===== src/rtl/note_pkg.sv =====
// Shared types and constants for the note hit judge.
package note_pkg;

  typedef logic [4:0] lane_t;

  localparam int unsigned LANE_G = 4;
  localparam int unsigned LANE_R = 3;
  localparam int unsigned LANE_Y = 2;
  localparam int unsigned LANE_B = 1;
  localparam int unsigned LANE_O = 0;

  localparam int unsigned STREAK_STEP = 10;
  localparam int unsigned MULT_MAX    = 4;

  typedef enum logic {
    J_IDLE  = 1'b0,
    J_ARMED = 1'b1
  } judge_state_t;

  // Score multiplier for a hit, from the streak held before that hit.
  function automatic logic [2:0] hit_mult(input logic [7:0] streak_now);
    logic [7:0] tier;
    tier = streak_now / 8'(STREAK_STEP);
    if (tier >= 8'(MULT_MAX - 1)) return 3'(MULT_MAX);
    return 3'(tier) + 3'd1;
  endfunction

endpackage


===== src/rtl/note_hit_judge_if.sv =====
// Note-activation in, player input in, judgement results out.
interface note_hit_judge_if
  import note_pkg::*;
#(
  parameter int unsigned SCORE_W = 16
);
  logic               note_tick;
  logic               g_activate;
  logic               r_activate;
  logic               y_activate;
  logic               b_activate;
  logic               o_activate;
  lane_t              frets;
  logic               strum;
  logic               hit_pulse;
  logic               miss_pulse;
  logic [SCORE_W-1:0] score;
  logic [7:0]         streak;
  lane_t              lane_due;

  modport master (
    output note_tick, g_activate, r_activate, y_activate, b_activate, o_activate, frets, strum,
    input  hit_pulse, miss_pulse, score, streak, lane_due
  );

  modport slave (
    input  note_tick, g_activate, r_activate, y_activate, b_activate, o_activate, frets, strum,
    output hit_pulse, miss_pulse, score, streak, lane_due
  );
endinterface


===== src/rtl/note_tick_sync.sv =====
// Two-flop synchronizer plus rising-edge detect for a slow strobe from another clock domain.
module note_tick_sync (
  input  logic CLK,
  input  logic RESET,
  input  logic async_in,
  output logic evt_c
);
  logic [2:0] sync_q;

  always_ff @(posedge CLK or posedge RESET) begin
    if (RESET) sync_q <= '0;
    else       sync_q <= {sync_q[1:0], async_in};
  end

  assign evt_c = sync_q[1] & ~sync_q[2];
endmodule


===== src/rtl/note_hit_judge.sv =====
// Delays note lane vectors by the highway travel time and judges strums against them.
// Build option: OVERSTRUM_PENALTY_EN makes a strum with no note due count as a miss.
module note_hit_judge
  import note_pkg::*;
#(
  parameter int unsigned TRAVEL_TICKS = 8,
  parameter int unsigned WINDOW_CYC   = 4_000_000,
  parameter int unsigned SCORE_W      = 16
) (
  input logic             CLK,
  input logic             RESET,
  note_hit_judge_if.slave bus
);
  localparam int unsigned Q_W   = TRAVEL_TICKS * 5;
  localparam int unsigned WIN_W = $clog2(WINDOW_CYC);
  localparam int unsigned SUM_W = SCORE_W + 1;

  logic               tick_evt_c;
  lane_t              lanes_c;
  lane_t              head_c;
  logic [Q_W-1:0]     queue_q;
  logic [Q_W-1:0]     queue_shift_c;

  judge_state_t       state_q, state_d;
  lane_t              lane_due_q, lane_due_d;
  logic [WIN_W-1:0]   win_q, win_d;
  logic               hit_q, hit_d;
  logic               miss_q, miss_d;
  logic [SCORE_W-1:0] score_q, score_d;
  logic [7:0]         streak_q, streak_d;
  logic               load_ok, judged, hit_now;
  logic [SUM_W-1:0]   sum_c;

  note_tick_sync u_tick_sync (
    .CLK      (CLK),
    .RESET    (RESET),
    .async_in (bus.note_tick),
    .evt_c    (tick_evt_c)
  );

  always_comb begin
    lanes_c         = '0;
    lanes_c[LANE_G] = bus.g_activate;
    lanes_c[LANE_R] = bus.r_activate;
    lanes_c[LANE_Y] = bus.y_activate;
    lanes_c[LANE_B] = bus.b_activate;
    lanes_c[LANE_O] = bus.o_activate;
  end

  generate
    if (TRAVEL_TICKS == 1) begin : g_q1
      assign queue_shift_c = lanes_c;
    end else begin : g_qn
      assign queue_shift_c = {queue_q[Q_W-6:0], lanes_c};
    end
  endgenerate

  assign head_c = queue_q[Q_W-1 -: 5];

  // Travel-time delay line, advanced once per note tick.
  always_ff @(posedge CLK or posedge RESET) begin
    if (RESET)           queue_q <= '0;
    else if (tick_evt_c) queue_q <= queue_shift_c;
  end

  assign sum_c = {1'b0, score_q} + SUM_W'(hit_mult(streak_q));

  always_comb begin
    state_d    = state_q;
    lane_due_d = lane_due_q;
    win_d      = win_q;
    hit_d      = 1'b0;
    miss_d     = 1'b0;
    score_d    = score_q;
    streak_d   = streak_q;
    judged     = 1'b0;
    hit_now    = 1'b0;
    load_ok    = tick_evt_c && (head_c != '0);

    unique case (state_q)
      J_IDLE: begin
`ifdef OVERSTRUM_PENALTY_EN
        if (bus.strum) begin
          miss_d   = 1'b1;
          streak_d = '0;
        end
`endif
        if (load_ok) begin
          state_d    = J_ARMED;
          lane_due_d = head_c;
          win_d      = WIN_W'(WINDOW_CYC - 1);
        end
      end
      J_ARMED: begin
        // Old note is always judged before a newly arriving head is loaded.
        if (bus.strum) begin
          judged  = 1'b1;
          hit_now = (bus.frets == lane_due_q);
        end else if (load_ok || (win_q == '0)) begin
          judged = 1'b1;
        end else begin
          win_d = win_q - WIN_W'(1);
        end

        if (judged) begin
          if (hit_now) begin
            hit_d    = 1'b1;
            score_d  = sum_c[SCORE_W] ? '1 : sum_c[SCORE_W-1:0];
            streak_d = (streak_q == 8'hFF) ? 8'hFF : streak_q + 8'd1;
          end else begin
            miss_d   = 1'b1;
            streak_d = '0;
          end
          state_d    = J_IDLE;
          lane_due_d = '0;
          if (load_ok) begin
            state_d    = J_ARMED;
            lane_due_d = head_c;
            win_d      = WIN_W'(WINDOW_CYC - 1);
          end
        end
      end
      default: state_d = J_IDLE;
    endcase
  end

  always_ff @(posedge CLK or posedge RESET) begin
    if (RESET) begin
      state_q    <= J_IDLE;
      lane_due_q <= '0;
      win_q      <= '0;
      hit_q      <= 1'b0;
      miss_q     <= 1'b0;
      score_q    <= '0;
      streak_q   <= '0;
    end else begin
      state_q    <= state_d;
      lane_due_q <= lane_due_d;
      win_q      <= win_d;
      hit_q      <= hit_d;
      miss_q     <= miss_d;
      score_q    <= score_d;
      streak_q   <= streak_d;
    end
  end

  assign bus.hit_pulse  = hit_q;
  assign bus.miss_pulse = miss_q;
  assign bus.score      = score_q;
  assign bus.streak     = streak_q;
  assign bus.lane_due   = lane_due_q;
endmodule


===== src/flat_wrapper.sv =====
// flat-port wrapper written by rule: the top's interface ports become plain ports
module note_hit_judge_flat import note_pkg::*;
#(
  parameter int unsigned TRAVEL_TICKS = 8,
  parameter int unsigned WINDOW_CYC   = 4_000_000,
  parameter int unsigned SCORE_W      = 16
)
  (CLK, RESET, bus_note_tick, bus_g_activate, bus_r_activate, bus_y_activate, bus_b_activate, bus_o_activate, bus_frets, bus_strum, bus_hit_pulse, bus_miss_pulse, bus_score, bus_streak, bus_lane_due);
  note_hit_judge_if #(.SCORE_W(SCORE_W)) bus_i ();
  input logic CLK;
  input logic RESET;
  input wire logic [$bits(bus_i.note_tick)-1:0] bus_note_tick;
  input wire logic [$bits(bus_i.g_activate)-1:0] bus_g_activate;
  input wire logic [$bits(bus_i.r_activate)-1:0] bus_r_activate;
  input wire logic [$bits(bus_i.y_activate)-1:0] bus_y_activate;
  input wire logic [$bits(bus_i.b_activate)-1:0] bus_b_activate;
  input wire logic [$bits(bus_i.o_activate)-1:0] bus_o_activate;
  input wire logic [$bits(bus_i.frets)-1:0] bus_frets;
  input wire logic [$bits(bus_i.strum)-1:0] bus_strum;
  output wire logic [$bits(bus_i.hit_pulse)-1:0] bus_hit_pulse;
  output wire logic [$bits(bus_i.miss_pulse)-1:0] bus_miss_pulse;
  output wire logic [$bits(bus_i.score)-1:0] bus_score;
  output wire logic [$bits(bus_i.streak)-1:0] bus_streak;
  output wire logic [$bits(bus_i.lane_due)-1:0] bus_lane_due;
  assign bus_i.note_tick = bus_note_tick;
  assign bus_i.g_activate = bus_g_activate;
  assign bus_i.r_activate = bus_r_activate;
  assign bus_i.y_activate = bus_y_activate;
  assign bus_i.b_activate = bus_b_activate;
  assign bus_i.o_activate = bus_o_activate;
  assign bus_i.frets = bus_frets;
  assign bus_i.strum = bus_strum;
  assign bus_hit_pulse = bus_i.hit_pulse;
  assign bus_miss_pulse = bus_i.miss_pulse;
  assign bus_score = bus_i.score;
  assign bus_streak = bus_i.streak;
  assign bus_lane_due = bus_i.lane_due;
  note_hit_judge #(.TRAVEL_TICKS(TRAVEL_TICKS), .WINDOW_CYC(WINDOW_CYC), .SCORE_W(SCORE_W)) u_core (.CLK(CLK), .RESET(RESET), .bus(bus_i));
endmodule

===== config.mk =====
export PLATFORM = sky130hd
export DESIGN_NAME = note_hit_judge_flat
export DESIGN_NICKNAME = d
export VERILOG_FILES = /design/src/rtl/note_pkg.sv /design/src/rtl/note_hit_judge_if.sv /design/src/rtl/note_tick_sync.sv /design/src/rtl/note_hit_judge.sv /design/src/flat_wrapper.sv
export SDC_FILE = /design/constraint.sdc
export NUM_CORES = 1
export LEC_CHECK = 0
export ABC_AREA = 0
export CAP_MARGIN = 20
export CELL_PAD_IN_SITES_DETAIL_PLACEMENT = 1
export CELL_PAD_IN_SITES_GLOBAL_PLACEMENT = 1
export CORE_MARGIN = 2
export CORE_UTILIZATION = 45
export DETAILED_ROUTE_END_ITERATION = 10
export PLACE_DENSITY_LB_ADDON = 0.1
export SYNTH_ARGS = -nofsm -noshare
export SYNTH_HDL_FRONTEND = slang
export SYNTH_SLANG_ARGS = --single-unit

===== constraint.sdc =====
create_clock -name CLK -period 8.57 [get_ports CLK]
set_input_delay 1.2855 -clock CLK [delete_from_list [all_inputs] [get_ports CLK]]
set_output_delay 1.2855 -clock CLK [all_outputs]
set_load 0.05 [all_outputs]

Word level (Yosys, flattened, before mapping). Index checks and enable logic that the tools add are counted.

Bitwise operators: 3. Muxes and demuxes: 30. Div/mod/pow operators: 1. Add/sub/neg operators: 4. Equality and inequality tests: 4. Reductions and logical operators: 7. $lt $le $gt $ge: 1.

Operators with widths (count): $mux W22 (5); $pmux W22 S2 (1); $logic_not A22 Y1 (1); $sub A22 B1 Y22 const B (1); $add A16 B3 Y17 (1); $mux W16 (1); $mux W8 (2); $mux W5 (3); $mux W1 (14); $pmux W5 S2 (1); $add A8 B1 Y8 const B (1); $div A8 B4 Y8 const B (1); $eq A8 B8 Y1 const B (1); $ge A8 B2 Y1 const B (1); $mux W3 (2); $eq A5 B5 Y1 (1); $reduce_bool A5 Y1 (1); $reduce_and A2 Y1 (2); $add A3 B1 Y3 const B (1); $reduce_and A3 Y1 (1); $ne A2 B1 Y1 const B (1); $ne A2 B2 Y1 const B (1); $not A1 Y1 (2); $pmux W1 S2 (1); 3 further kinds (3).

Flip-flop bits (word level): 97. Input port bits: 14.

Logic depth before layout (Yosys ltp). Gate-level depths: netlist of the first run.

Depth in word-level cells: 9. Gate-level depth with buffers: 21. Depth with buffers taken out: 20.

By module. From an unflattened synthesis of the first run, not the netlist that was laid out.

Cell total of the unflattened synthesis: 441. Area, all modules: 4840.9 µm².

By module, submodules not included: note_hit_judge (sequential area each 2352.3 µm², area each 4748.3 µm², cells each 436, instances 1); note_tick_sync (sequential area each 75.1 µm², area each 92.6 µm², cells each 5, instances 1).

Least setup slack after synthesis of the first run. No wires, ideal clock.

Path kind: reg-to-reg. Start point: reg u_core.streak_q[6], in the netlist u_core.bus.streak[6]. End point: reg u_core.score_q[13], in the netlist u_core.bus.score[13]. Slack: 3581 ps. Stages on the path, launching flop included: 20. Data required time: 8451 ps. Setup time: 119 ps. Data arrival time: 4870 ps. Clock period less this slack: 4989 ps. Path through: dfrtp_1 -> clkbuf_1 -> inv_1 -> ha_1 -> or3b_2 -> a31oi_1 -> nor3_1 -> a22oi_1 -> o2111ai_1 -> ha_1 -> or3_1 -> a221oi_1 -> and4_1 -> ha_1 -> a21o_1 -> a21oi_1 -> nor4b_2 -> nor3b_1 -> nand3_1 -> o21a_1.

Word-level cells in the longest chain between the ends: 6.

RTL lines: start, declared (RTL line note_hit_judge.sv:30) `logic [7:0] streak_q, streak_d;`; start signal, assigned (RTL line note_hit_judge.sv:143) `streak_q <= streak_d;`; $div A8 B4 Y8 (*) (RTL line note_pkg.sv:23) `tier = streak_now / 8'(STREAK_STEP);`; $ge A8 B2 Y1 (RTL line note_pkg.sv:24) `if (tier >= 8'(MULT_MAX - 1)) return 3'(MULT_MAX);`; $mux W1 (RTL line note_pkg.sv:24); $mux W3 (*) (RTL line note_pkg.sv:25) `return 3'(tier) + 3'd1;`; $add A16 B3 Y17 (*) (RTL line note_hit_judge.sv:66) `assign sum_c = {1'b0, score_q} + SUM_W'(hit_mult(streak_q));`; $mux W16 (*) (RTL line note_hit_judge.sv:108) `score_d = sum_c[SCORE_W] ? '1 : sum_c[SCORE_W-1:0];`; end signal, assigned (RTL line note_hit_judge.sv:142) `score_q <= score_d;`; end, declared (RTL line note_hit_judge.sv:29) `logic [SCORE_W-1:0] score_q, score_d;`.

Mark *: on every way between the ends. The rest lies on a longest branch, timed or not. A chain may end at the register's enable or synchronous reset.

Final worst setup path of the first run. Same ends and word-level chain as after synthesis.

==> results of run 1 <==
-- kinds of logic (layout without fill, tap and decap cells) --
group | Yosys count | after routing | synth area share
xor+xnor | 25 | 25 | 0.0458
compound gates | 76 | 76 | 0.105
fa+ha+maj | 11 | 11 | 0.0303
mux | 2 | 2 | 0.00445
flops | 97 | 97 | 0.507
buf+inv | 35 | 76 | 0.0290
simple gates | 283 | 283 | 0.278
-- worst min path at each step --
stage                                           start                                      to  depth (start not counted)
5_1_grt        u_core.u_tick_sync.sync_q[0]$_DFF_PP0_  u_core.u_tick_sync.sync_q[1]$_DFF_PP0_                          0
3_3_place_gp   u_core.u_tick_sync.sync_q[0]$_DFF_PP0_  u_core.u_tick_sync.sync_q[1]$_DFF_PP0_                          0
3_5_place_dp   u_core.u_tick_sync.sync_q[0]$_DFF_PP0_  u_core.u_tick_sync.sync_q[1]$_DFF_PP0_                          0
4_1_cts        u_core.u_tick_sync.sync_q[0]$_DFF_PP0_  u_core.u_tick_sync.sync_q[1]$_DFF_PP0_                          0
6_report       u_core.u_tick_sync.sync_q[0]$_DFF_PP0_  u_core.u_tick_sync.sync_q[1]$_DFF_PP0_                          0
2_1_floorplan  u_core.u_tick_sync.sync_q[0]$_DFF_PP0_  u_core.u_tick_sync.sync_q[1]$_DFF_PP0_                          0
-- layout make-up --
cell class,count,area (µm²),area share
clock inverters,5,86.3,0.0155
multi-input cells,397,2220,0.399
inverters,13,51.3,0.00922
well taps,136,170,0.0306
flip-flops and latches,97,2430,0.436
repair buffers,48,470,0.0846
clock buffers,10,138,0.0247
-- per-layer routing --
metal | GRT usage | vias to the layer above | part of all wire
li1 | - | 1862 | -
met1 | 0.266 | 1920 | 0.46
met2 | 0.342 | 61 | 0.49
met3 | 0.0292 | 21 | 0.027
met4 | 0.0900 | 0 | 0.023
met5 | 0 | - | 0
-- registers in the layout (all words and copies together) (netlist names) --
register,count
u_core.bus.streak,8
u_core.queue_q,40
u_core.bus.miss_pulse,1
u_core.bus.score,16
u_core.state_q,1
u_core.win_q,22
u_core.u_tick_sync.sync_q,3
u_core.bus.hit_pulse,1
u_core.bus.lane_due,5
-- cell usage after synthesis (3+ instances only) --
cell and count:
a31oi_1 6, nor3_1 16, clkbuf_1 18, nand2b_1 6, xnor2_1 18, o21a_1 6
or4_1 4, nand2_1 156, a21o_1 3, nor2_1 26, ha_1 10, a21oi_1 12
o21ai_0 24, inv_1 12, a22o_1 5, buf_1 3, and2_1 5, dfrtp_1 97
and3_1 13, xor2_1 7, or3_1 6, nor2b_1 6, nor4_1 9, nand3_1 19
-- power breakdown --
part | leakage, nW | switching (mW) | internal, mW
Sequential | 1.23 | 0.0482 | 0.515
Clock | 0.114 | 0.167 | 0.174
Combinational | 1.22 | 0.139 | 0.0810
-- worst max-delay path: cells and delay by family, from the launching register on --
family | cells | cell delay, ns
AND/OR/NAND/NOR | 7 | 2.29
AO/OA/AOI/OAI | 7 | 1.43
adder cells (fa/ha/maj) | 3 | 0.73
flip-flops | 1 | 0.63
buffers and inverters | 1 | 0.09
-- per-stage QoR --
stage	cells	hold slack, ns	setup slack [ns]	cell area [µm²]	util
after CTS	705	0.366	3.29	5560	0.538
after detailed placement	690	0.343	3.32	5330	0.516
after global placement	690	0.332	3.58	5330	0.516
final	706	0.365	3.29	5560	0.539
after floorplan	529	0.331	3.58	4780	-
after global routing	706	0.372	2.79	5560	0.539
==> impl_table.tex, run 1 <==
\begin{tabular}{lr}
\hline
Metric & Value \\
\hline
\multicolumn{2}{l}{\textbf{Logic synthesis}} \\
Post-Syn Nets & 554 \\
Warning count from the yosys run & 0 \\
Seq/Total Area, Yosys & 0.507 \\
Leading post-synthesis cells by cell area & dfrtp\_1 (51\%), nand2\_1 (12\%), xnor2\_1 (3.3\%), ha\_1 (2.6\%), o21ai\_0 (2.5\%) \\
Count of flip-flops with a built-in enable after synthesis & 0 \\
Async set-or-reset flop fraction in the synthesized netlist & 1.00 \\
Cell count after synthesis & 529 \\
Most area-hungry cell type in the Yosys netlist & dfrtp\_1 \\
Average cell area after synthesis & 9.04 µm² \\
Cell Area, Synth & 4780 µm² \\
Number of storage elements in the synthesis netlist & 97 \\
Top-area cell type share of the netlist area & 0.507 \\
Main synth FF type & dfrtp\_1 \\
Count of distinct cell types in the synthesized netlist & 56 \\
\multicolumn{2}{l}{\textbf{Clocking}} \\
Worst-skew pair later-pin latency & 0.37 ns \\
TritonCTS clock tree & built \\
Clk pin slew, worst setup/hold paths & 0.10 ns \\
Total number of clock tree sinks & 97 \\
Hold buffer count at cts & 0 \\
H-tree level count & 3 \\
Library cell used as clock root buffer & clkbuf\_8 \\
Post-CTS Setup Bufs & 0 \\
CTS resizes & 0 \\
Total CTS buffers & 9 \\
Deepest clock path buffer count & 2 \\
\multicolumn{2}{l}{\textbf{Min path}} \\
Worst min-delay path category & reg -> reg \\
\multicolumn{2}{l}{\textbf{Critical path}} \\
Largest stage delay, worst path & 0.68 ns \\
Cell with the largest stage delay on the worst path & nor4b\_2 \\
Req. time, crit path & 8.83 ns \\
Reg2Reg Capture Point & u\_core.bus.score[13]\$\_DFFE\_PP0P\_ \\
Worst-case register-to-register setup slack & 3.29 ns \\
CP Launch Point & u\_core.bus.streak[6]\$\_DFFE\_PP0P\_ \\
Nature of the critical path endpoint & flop \\
Max FO, Critical Path & 15 \\
Timing endpoint of the critical path & u\_core.bus.score[13]\$\_DFFE\_PP0P\_ \\
Critical Setup Path Class & reg -> reg \\
Critical Path AT & 5.55 ns \\
Logic depth of the worst register-to-register path & 18 \\
Cell type with the highest occurrence count on the critical path & ha\_1 \\
Critical-path cell list & inv\_1 > ha\_1 > or3b\_2 > a31oi\_1 > nor3\_1 > a22oi\_1 > o2111ai\_1 > ha\_1 > or3\_1 > a221oi\_1 > and4\_1 > ha\_1 > a21o\_1 > a21oi\_1 > nor4b\_2 > nor3b\_1 > nand3\_1 > o21a\_1 \\
Reg-to-reg startpoint & u\_core.bus.streak[6]\$\_DFFE\_PP0P\_ \\
CP startpoint kind & flop \\
\multicolumn{2}{l}{\textbf{GRT}} \\
Number of global-route vias before repair & 4,075 \\
Pin count of the biggest net entering global routing & 63 \\
Global Route Usage Sum & 0.205 \\
Total gr overflow & 0 \\
Initial antenna violation count & 0 \\
Global-route wire length before repair & 19,000 µm \\
\multicolumn{2}{l}{\textbf{STA}} \\
Shortest period the worst path allows & 5.28 ns \\
Worst Clk Skew & 0.0108 ns \\
RSZ-0062 raised after global routing & false \\
Headroom to the max-slew limit & 0.295 \\
Final setup viols & 0 \\
Number of slew-limit violations in the final report & 0 \\
Hold Violations, Final & 0 \\
Fmax & 189 MHz \\
Slew at the pin with the worst max-slew slack & 1.05 ns \\
Final-layout setup total negative slack & 0 ns \\
Part of the cycle the worst path needs & 0.617 \\
\multicolumn{2}{l}{\textbf{Placement}} \\
HPWL after DPL & 7500 µm \\
I/O Buffers & 44 \\
Gpl congestion & 0.778 \\
\multicolumn{2}{l}{\textbf{Layout}} \\
Share of post-route cells with drive strength above 1 & 0.0544 \\
Most common cell after layout, fill and taps aside & nand2\_1 \\
Area Overhead vs Synth & 16.3\% \\
Final nets & 591 \\
Fillcell total & 1,192 \\
Most frequent cells in the layout & nand2\_1 (156), dfrtp\_1 (97), clkdlybuf4s50\_1 (44) \\
Number of antenna diodes & 0 \\
\multicolumn{2}{l}{\textbf{Detailed routing}} \\
Post-DR wirelength/cell & 15.5 µm \\
Average vias per placed instance & 5.47 \\
Iteration-0 DRC Markers & 165 \\
Detailed-route via count & 3,864 \\
Wire length after detailed routing & 10,900 µm \\
Post-detailed-route DRC marker count & 0 \\
Length of the first detailed-routing pass in iterations & 4 \\
Remaining antenna violation count & 0 \\
\multicolumn{2}{l}{\textbf{Power and ir drop}} \\
Static leakage & 2.56 nW \\
Areal power density over the cells & 202 nW/µm² \\
Total chip power & 1.12 mW \\
Peak supply drop & 0.103 mV \\
\multicolumn{2}{l}{\textbf{Floorplanning}} \\
Horizontal die dimension & 107 µm \\
Die height & 107 µm \\
Number of standard-cell rows in the floorplan & 37 \\
Number of primary I/O pins & 45 \\
Floorplan core area & 10,300 µm² \\
Effective utilization at floorplan & 0.463 \\
Floorplan die area & 11,500 µm² \\
\multicolumn{2}{l}{\textbf{Outcome}} \\
Result of the run & completed \\
\multicolumn{2}{l}{\textbf{Flow run}} \\
Count of maximum capacitance violations & 0 \\
\hline
\end{tabular}
Power figures use the tool's default switching activity.
==> inputs of run 2 (changes only) <==
- CORE_UTILIZATION: 45 -> 44
- clock period: 8.57 -> 4.91 ns (I/O delays scaled with it)
==> run 2 against run 1 <==
Clock skew rose by 0.0063 ns. Hold slack got worse by 0.0074 ns. Cell count increased by 1.7%. Critical path type unchanged. Largest power group unchanged.
==> impl_table.tex, run 2 (synthesis gave the netlist of run 1 again) <==
\begin{tabular}{lr}
\hline
Metric & Value \\
\hline
\multicolumn{2}{l}{\textbf{Outcome}} \\
Result of the run & completed (unchanged) \\
\multicolumn{2}{l}{\textbf{Clocking}} \\
Clk pin slew, worst setup/hold paths & 0.10 ns (about the same) \\
Deepest clock path buffer count & 2 (unchanged) \\
Total number of clock tree sinks & 97 (unchanged) \\
TritonCTS clock tree & built (unchanged) \\
H-tree level count & 3 (unchanged) \\
Worst-skew pair later-pin latency & 0.37 ns (about the same) \\
Total CTS buffers & 9 (unchanged) \\
Post-CTS Setup Bufs & 0 (unchanged) \\
Library cell used as clock root buffer & clkbuf\_8 (unchanged) \\
\multicolumn{2}{l}{\textbf{STA}} \\
Slew at the pin with the worst max-slew slack & 1.02 ns (was 1.05 ns) \\
Worst Clk Skew & 0.0171 ns (was 0.0108 ns) \\
Final-layout setup total negative slack & 0 ns (unchanged) \\
Hold Worst Slack & 0.357 ns (was 0.365 ns) \\
Number of slew-limit violations in the final report & 0 (unchanged) \\
Part of the cycle the worst path needs & 0.917 (was 0.617) \\
Shortest period the worst path allows & 4.50 ns (was 5.28 ns) \\
Fmax & 222 MHz (was 189 MHz) \\
Hold Violations, Final & 0 (unchanged) \\
Headroom to the max-slew limit & 0.317 (was 0.295) \\
Final setup viols & 0 (unchanged) \\
RSZ-0062 raised after global routing & false (unchanged) \\
\multicolumn{2}{l}{\textbf{Critical path}} \\
Req. time, crit path & 5.22 ns (was 8.83 ns) \\
Critical Setup Path Class & reg -> reg (unchanged) \\
Nature of the critical path endpoint & flop (unchanged) \\
Reg-to-reg startpoint & u\_core.bus.streak[5]\$\_DFFE\_PP0P\_ (was u\_core.bus.streak[6]\$\_DFFE\_PP0P\_) \\
Max FO, Critical Path & 11 (was 15) \\
CP startpoint kind & flop (unchanged) \\
CP Launch Point & u\_core.bus.streak[5]\$\_DFFE\_PP0P\_ (was u\_core.bus.streak[6]\$\_DFFE\_PP0P\_) \\
Critical Path AT & 4.81 ns (was 5.55 ns) \\
\multicolumn{2}{l}{\textbf{Power and ir drop}} \\
Internal power summed over all cells & 1.24 mW (was 0.770 mW) \\
Combinational Power Share & 0.205 (was 0.196) \\
Clock share of power & 0.264 (was 0.303) \\
Areal power density over the cells & 332 nW/µm² (was 202 nW/µm²) \\
Peak supply drop & 0.165 mV (was 0.103 mV) \\
Seq pwr share & 0.531 (was 0.501) \\
Static leakage & 2.57 nW (was 2.56 nW) \\
Switching power & 0.611 mW (was 0.354 mW) \\
Switching Share & 0.330 (was 0.315) \\
\multicolumn{2}{l}{\textbf{Floorplanning}} \\
Number of primary I/O pins & 45 (unchanged) \\
Floorplan die area & 11,700 µm² (was 11,500 µm²) \\
Horizontal die dimension & 108 µm (was 107 µm) \\
Floorplan core area & 10,700 µm² (was 10,300 µm²) \\
Number of standard-cell rows in the floorplan & 38 (was 37) \\
Effective utilization at floorplan & 0.445 (was 0.463) \\
Die height & 108 µm (was 107 µm) \\
\multicolumn{2}{l}{\textbf{GRT}} \\
Total gr overflow & 0 (unchanged) \\
Initial antenna violation count & 0 (unchanged) \\
Global-route wire length before repair & 18,200 µm (was 19,000 µm) \\
Number of global-route vias before repair & 3,876 (was 4,075) \\
Pin count of the biggest net entering global routing & 70 (was 63) \\
Global Route Usage Sum & 0.195 (was 0.205) \\
\multicolumn{2}{l}{\textbf{Placement}} \\
I/O Buffers & 44 (unchanged) \\
Number of placed instances, taps included & 701 (was 690) \\
Gpl congestion & 0.772 (was 0.778) \\
HPWL after DPL & 7420 µm (was 7500 µm) \\
Cell area after placement & 5390 µm² (was 5330 µm²) \\
\multicolumn{2}{l}{\textbf{Layout}} \\
Filler-free cell count of the finished design & 718 (was 706) \\
Share of post-route cells with drive strength above 1 & 0.0709 (was 0.0544) \\
Number of antenna diodes & 0 (unchanged) \\
Most common cell after layout, fill and taps aside & nand2\_1 (unchanged) \\
Most frequent cells in the layout & nand2\_1 (156), dfrtp\_1 (96), clkdlybuf4s50\_1 (44) (was nand2\_1 (156), dfrtp\_1 (97), clkdlybuf4s50\_1 (44)) \\
Fillcell total & 1,291 (was 1,192) \\
Largest register by flop count & u\_core.queue\_q (unchanged) \\
Final nets & 598 (was 591) \\
Area Overhead vs Synth & 16.7\% (was 16.3\%) \\
Utilization of the core after routing & 0.520 (was 0.539) \\
Design Area, Final & 5580 µm² (was 5560 µm²) \\
Flip-flop count of the largest register after layout & 40 (unchanged) \\
\multicolumn{2}{l}{\textbf{Detailed routing}} \\
Post-detailed-route DRC marker count & 0 (unchanged) \\
Wire length after detailed routing & 10,700 µm (was 10,900 µm) \\
Iteration-0 DRC Markers & 186 (was 165) \\
Post-DR wirelength/cell & 14.9 µm (was 15.5 µm) \\
Length of the first detailed-routing pass in iterations & 4 (unchanged) \\
Remaining antenna violation count & 0 (unchanged) \\
Detailed-route via count & 3,868 (was 3,864) \\
Average vias per placed instance & 5.39 (was 5.47) \\
\multicolumn{2}{l}{\textbf{Min path}} \\
Worst min-delay path category & reg -> reg (unchanged) \\
Min-delay src & u\_core.u\_tick\_sync.sync\_q[0]\$\_DFF\_PP0\_ (unchanged) \\
\multicolumn{2}{l}{\textbf{Flow run}} \\
Count of maximum capacitance violations & 0 (unchanged) \\
\hline
\end{tabular}
-- run 2: metal layers --
metal / part of all wire / up-vias / global-route usage
li1: - / 1889 / -
met1: 0.46 / 1929 / 0.249
met2: 0.50 / 40 / 0.336
met3: 0.026 / 10 / 0.0374
met4: 0.013 / 0 / 0.0632
met5: 0 / - / 0
-- run 2: final cells by class --
class / instances / area [µm²] / area share
clock inverters: 5 / 38.8 / 0.00695
well taps: 140 / 175 / 0.0314
inverters: 13 / 51.3 / 0.00919
flip-flops and latches: 97 / 2430 / 0.435
clock buffers: 11 / 141 / 0.0253
repair buffers: 55 / 520 / 0.0932
multi-input cells: 397 / 2230 / 0.399
-- run 2: path summary, 6_finish.rpt --
kind                                                               end  slack [ns]  cells past startpoint
worst max-delay path                  u_core.bus.score[13]$_DFFE_PP0P_        0.41                     19
worst min-delay path            u_core.u_tick_sync.sync_q[1]$_DFF_PP0_        0.36                      0
min in group asynchronous                u_core.queue_q[6]$_DFFE_PP0P_        0.90                      2
worst min register to register  u_core.u_tick_sync.sync_q[1]$_DFF_PP0_        0.36                      0
max in group asynchronous           u_core.bus.lane_due[1]$_DFFE_PP0P_        3.11                      3
worst max register to register        u_core.bus.score[13]$_DFFE_PP0P_        0.41                     19
-- run 2: worst max-delay path, cell delays in order (launching register included) --
cell	delay, ns
dfrtp_1	0.39
ha_1	0.33
nor2b_1	0.16
o21a_1	0.24
nor3_1	0.25
buf_4	0.17
nor4_1	0.05
a211oi_1	0.24
o2111ai_1	0.18
ha_1	0.23
or3_1	0.30
a221oi_1	0.19
and4_1	0.25
ha_1	0.20
fa_1	0.22
a21o_1	0.13
nand2_1	0.09
or4_4	0.58
nand3_1	0.12
o21a_1	0.11
-- run 2: power groups by stage --
stage	clock network, mW	registers, mW	logic, mW
final	0.489	0.984	0.381
after global placement	0	0.994	0.368
after detailed placement	0	1.00	0.384
after global routing	0.533	0.998	0.421
after floorplan	0	1.07	0.176
after CTS	0.507	0.985	0.386
-- run 2: through the flow --
stage          power, mW  worst slack [ns]
2_1_floorplan       1.24            0.0728
3_3_place_gp        1.36             0.494
3_5_place_dp        1.39             0.267
4_1_cts             1.88             0.232
5_1_grt             1.95             0.141
6_report            1.85             0.410
-- run 2: what timing repair did --
item,4_1_cts,5_1_grt
resized for setup,0,2
hold buffers,0,0
endpoints found under the setup margin,0,2
==> inputs of run 3 (changes only) <==
==> constraint.sdc (replaced) <==
create_clock -name CLK -period 4.91 [get_ports CLK]
set_input_delay 0.982 -clock CLK [delete_from_list [all_inputs] [get_ports CLK]]
set_output_delay 0.982 -clock CLK [all_outputs]
set_load 0.05 [all_outputs]
==> run 3 against run 2 <==
Register-to-register slack worse by 0.03 ns. Clock skew decreased by 0.0022 ns. Combinational power hardly changed. Sequential power barely moved. Core utilization increased by 0.30 points. Cell count unchanged. Sequential share of layout area fell by 0.25 points. Critical endpoint unchanged.
==> impl_table.tex, run 3 (synthesis gave the netlist of run 1 again) <==
\begin{tabular}{lr}
\hline
Metric & Value \\
\hline
\multicolumn{2}{l}{\textbf{STA}} \\
Number of slew-limit violations in the final report & 0 (unchanged) \\
Final-layout setup total negative slack & 0 ns (unchanged) \\
Part of the cycle the worst path needs & 0.922 (was 0.917) \\
Headroom to the max-slew limit & 0.318 (was 0.317) \\
Hold Worst Slack & 0.353 ns (was 0.357 ns) \\
PnR worst setup slack & 0.384 ns (was 0.410 ns) \\
Slew at the pin with the worst max-slew slack & 1.02 ns (about the same) \\
Worst Clk Skew & 0.0148 ns (was 0.0171 ns) \\
RSZ-0062 raised after global routing & false (unchanged) \\
Fmax & 221 MHz (was 222 MHz) \\
Hold Violations, Final & 0 (unchanged) \\
Final setup viols & 0 (unchanged) \\
Shortest period the worst path allows & 4.53 ns (was 4.50 ns) \\
\multicolumn{2}{l}{\textbf{Detailed routing}} \\
Iteration-0 DRC Markers & 182 (was 186) \\
Post-DR wirelength/cell & 15.1 µm (was 14.9 µm) \\
Detailed-route via count & 3,881 (was 3,868) \\
Post-detailed-route DRC marker count & 0 (unchanged) \\
Remaining antenna violation count & 0 (unchanged) \\
Length of the first detailed-routing pass in iterations & 4 (unchanged) \\
Average vias per placed instance & 5.41 (was 5.39) \\
Wire length after detailed routing & 10,800 µm (was 10,700 µm) \\
\multicolumn{2}{l}{\textbf{Power and ir drop}} \\
Peak supply drop & 0.180 mV (was 0.165 mV) \\
Static leakage & 2.59 nW (was 2.57 nW) \\
Areal power density over the cells & 341 nW/µm² (was 332 nW/µm²) \\
\multicolumn{2}{l}{\textbf{Min path}} \\
Worst min-delay path category & reg -> reg (unchanged) \\
Min-delay src & u\_core.u\_tick\_sync.sync\_q[0]\$\_DFF\_PP0\_ (unchanged) \\
\multicolumn{2}{l}{\textbf{Clocking}} \\
Clk pin slew, worst setup/hold paths & 0.10 ns (about the same) \\
Deepest clock path buffer count & 2 (unchanged) \\
Total number of clock tree sinks & 97 (unchanged) \\
TritonCTS clock tree & built (unchanged) \\
H-tree level count & 3 (unchanged) \\
Worst-skew pair later-pin latency & 0.37 ns (about the same) \\
Library cell used as clock root buffer & clkbuf\_8 (unchanged) \\
Total CTS buffers & 9 (unchanged) \\
\multicolumn{2}{l}{\textbf{Critical path}} \\
Number of buffer and inverter instances along the worst setup path & 1 (unchanged) \\
Kind of cell adding the most delay to the critical path & simple AND/OR/NAND/NOR gates (unchanged) \\
Critical Path AT & 4.84 ns (was 4.81 ns) \\
Cell with the largest stage delay on the worst path & or4\_4 (unchanged) \\
Critical-path cell list & ha\_1 > nor2b\_1 > o21a\_1 > nor3\_1 > buf\_4 > nor4\_1 > a211oi\_1 > o2111ai\_1 > ha\_1 > or3\_1 > a221oi\_1 > and4\_1 > ha\_1 > fa\_1 > a21o\_1 > nand2\_1 > or4\_4 > nand3\_1 > o21a\_1 (unchanged) \\
CP startpoint kind & flop (unchanged) \\
Critical Setup Path Class & reg -> reg (unchanged) \\
Max FO, Critical Path & 11 (unchanged) \\
Req. time, crit path & 5.23 ns (was 5.22 ns) \\
Reg-to-reg startpoint & u\_core.bus.streak[5]\$\_DFFE\_PP0P\_ (unchanged) \\
Cell type with the highest occurrence count on the critical path & ha\_1 (unchanged) \\
CP Launch Point & u\_core.bus.streak[5]\$\_DFFE\_PP0P\_ (unchanged) \\
Nature of the critical path endpoint & flop (unchanged) \\
Largest stage delay, worst path & 0.58 ns (about the same) \\
\multicolumn{2}{l}{\textbf{Outcome}} \\
Result of the run & completed (unchanged) \\
\multicolumn{2}{l}{\textbf{Placement}} \\
Number of placed instances, taps included & 701 (unchanged) \\
Worst slack, placed & 0.243 ns (was 0.267 ns) \\
I/O Buffers & 44 (unchanged) \\
HPWL after DPL & 7440 µm (was 7420 µm) \\
Gpl congestion & 0.792 (was 0.772) \\
\multicolumn{2}{l}{\textbf{Flow run}} \\
Count of maximum capacitance violations & 0 (unchanged) \\
\multicolumn{2}{l}{\textbf{GRT}} \\
Total gr overflow & 0 (unchanged) \\
Global-route wire length before repair & 19,000 µm (was 18,200 µm) \\
Met3 Track Usage GR & 0.0271 (was 0.0374) \\
Global Route Usage Sum & 0.204 (was 0.195) \\
Number of global-route vias before repair & 4,046 (was 3,876) \\
Grt met2 use & 0.332 (was 0.336) \\
Met1 track utilization from global routing & 0.271 (was 0.249) \\
Pin count of the biggest net entering global routing & 77 (was 70) \\
Global route hottest layer & met2 (unchanged) \\
Initial antenna violation count & 0 (unchanged) \\
\multicolumn{2}{l}{\textbf{Floorplanning}} \\
Die height & 108 µm (unchanged) \\
Number of standard-cell rows in the floorplan & 38 (unchanged) \\
Horizontal die dimension & 108 µm (unchanged) \\
Floorplan die area & 11,700 µm² (unchanged) \\
Effective utilization at floorplan & 0.445 (unchanged) \\
Floorplan core area & 10,700 µm² (unchanged) \\
Number of primary I/O pins & 45 (unchanged) \\
\multicolumn{2}{l}{\textbf{Layout}} \\
Most frequent cells in the layout & nand2\_1 (156), dfrtp\_1 (96), clkdlybuf4s50\_1 (44) (unchanged) \\
Flip-flop count of the largest register after layout & 40 (unchanged) \\
Final nets & 598 (unchanged) \\
Most common cell after layout, fill and taps aside & nand2\_1 (unchanged) \\
Utilization of the core after routing & 0.523 (was 0.520) \\
Share of post-route cells with drive strength above 1 & 0.0727 (was 0.0709) \\
Filler-free cell count of the finished design & 718 (unchanged) \\
Number of antenna diodes & 0 (unchanged) \\
Area Overhead vs Synth & 17.4\% (was 16.7\%) \\
Largest register by flop count & u\_core.queue\_q (unchanged) \\
\hline
\end{tabular}
run 3: cell types whose count changed in the layout (fill, tap and decap cells not counted), sizes merged:
cell	before	now
inv	14	13
clkinv	3	4
clkinvlp	1	0
bufinv	0	1
run 3: per-stage QoR:
stage / cell area, µm² / power, mW
final: 5620 / 1.92
after CTS: 5600 / 1.94
after floorplan: 4780 / 1.24
after global routing: 5620 / 2.02
after global placement: 5390 / 1.36
after detailed placement: 5390 / 1.39
run 3: routing by layer:
| metal | share of wire | vias up | wire length [µm] |
|---|---|---|---|
| met5 | 0 | - | 0 |
| met4 | 0.022 | 0 | 241 |
| met3 | 0.027 | 20 | 288 |
| met2 | 0.47 | 50 | 5140 |
| met1 | 0.48 | 1926 | 5170 |
| li1 | - | 1885 | - |
run 3: path summary, 6_finish.rpt:
kind / endpoint / slack (ns) / depth (start not counted)
max: u_core.bus.score[13]$_DFFE_PP0P_ / 0.38 / 19
max reg2reg: u_core.bus.score[13]$_DFFE_PP0P_ / 0.38 / 19
min in group asynchronous: u_core.queue_q[1]$_DFFE_PP0P_ / 1.17 / 2
min: u_core.u_tick_sync.sync_q[1]$_DFF_PP0_ / 0.35 / 0
min reg2reg: u_core.u_tick_sync.sync_q[1]$_DFF_PP0_ / 0.35 / 0
max in group asynchronous: u_core.queue_q[23]$_DFFE_PP0P_ / 2.90 / 3
run 3: cell type report:
class                      instances  area (µm²)
clock inverter                     5        61.3
timing repair buffer              55         520
inverter                          13        51.3
sequential                        97        2430
multi-input combinational        397        2230
fill                            1279        5130
clock buffer                      11         151
tap                              140         175
run 3: where the power goes:
group / internal [mW] / switching, mW / total, mW / leakage, nW
Clock: 0.266 / 0.284 / 0.550 / 0.110
Combinational: 0.140 / 0.240 / 0.380 / 1.25
Sequential: 0.899 / 0.0873 / 0.986 / 1.23
Total: 1.31 / 0.611 / 1.92 / 2.59
run 3: timing repair:
| action | CTS | global route |
|---|---|---|
| endpoints found under the setup margin | 0 | 12 |
| endpoints found under the hold margin | 0 | 0 |
| hold buffers | 0 | 0 |
| resized for setup | 0 | 2 |
| setup buffers | 0 | 0 |
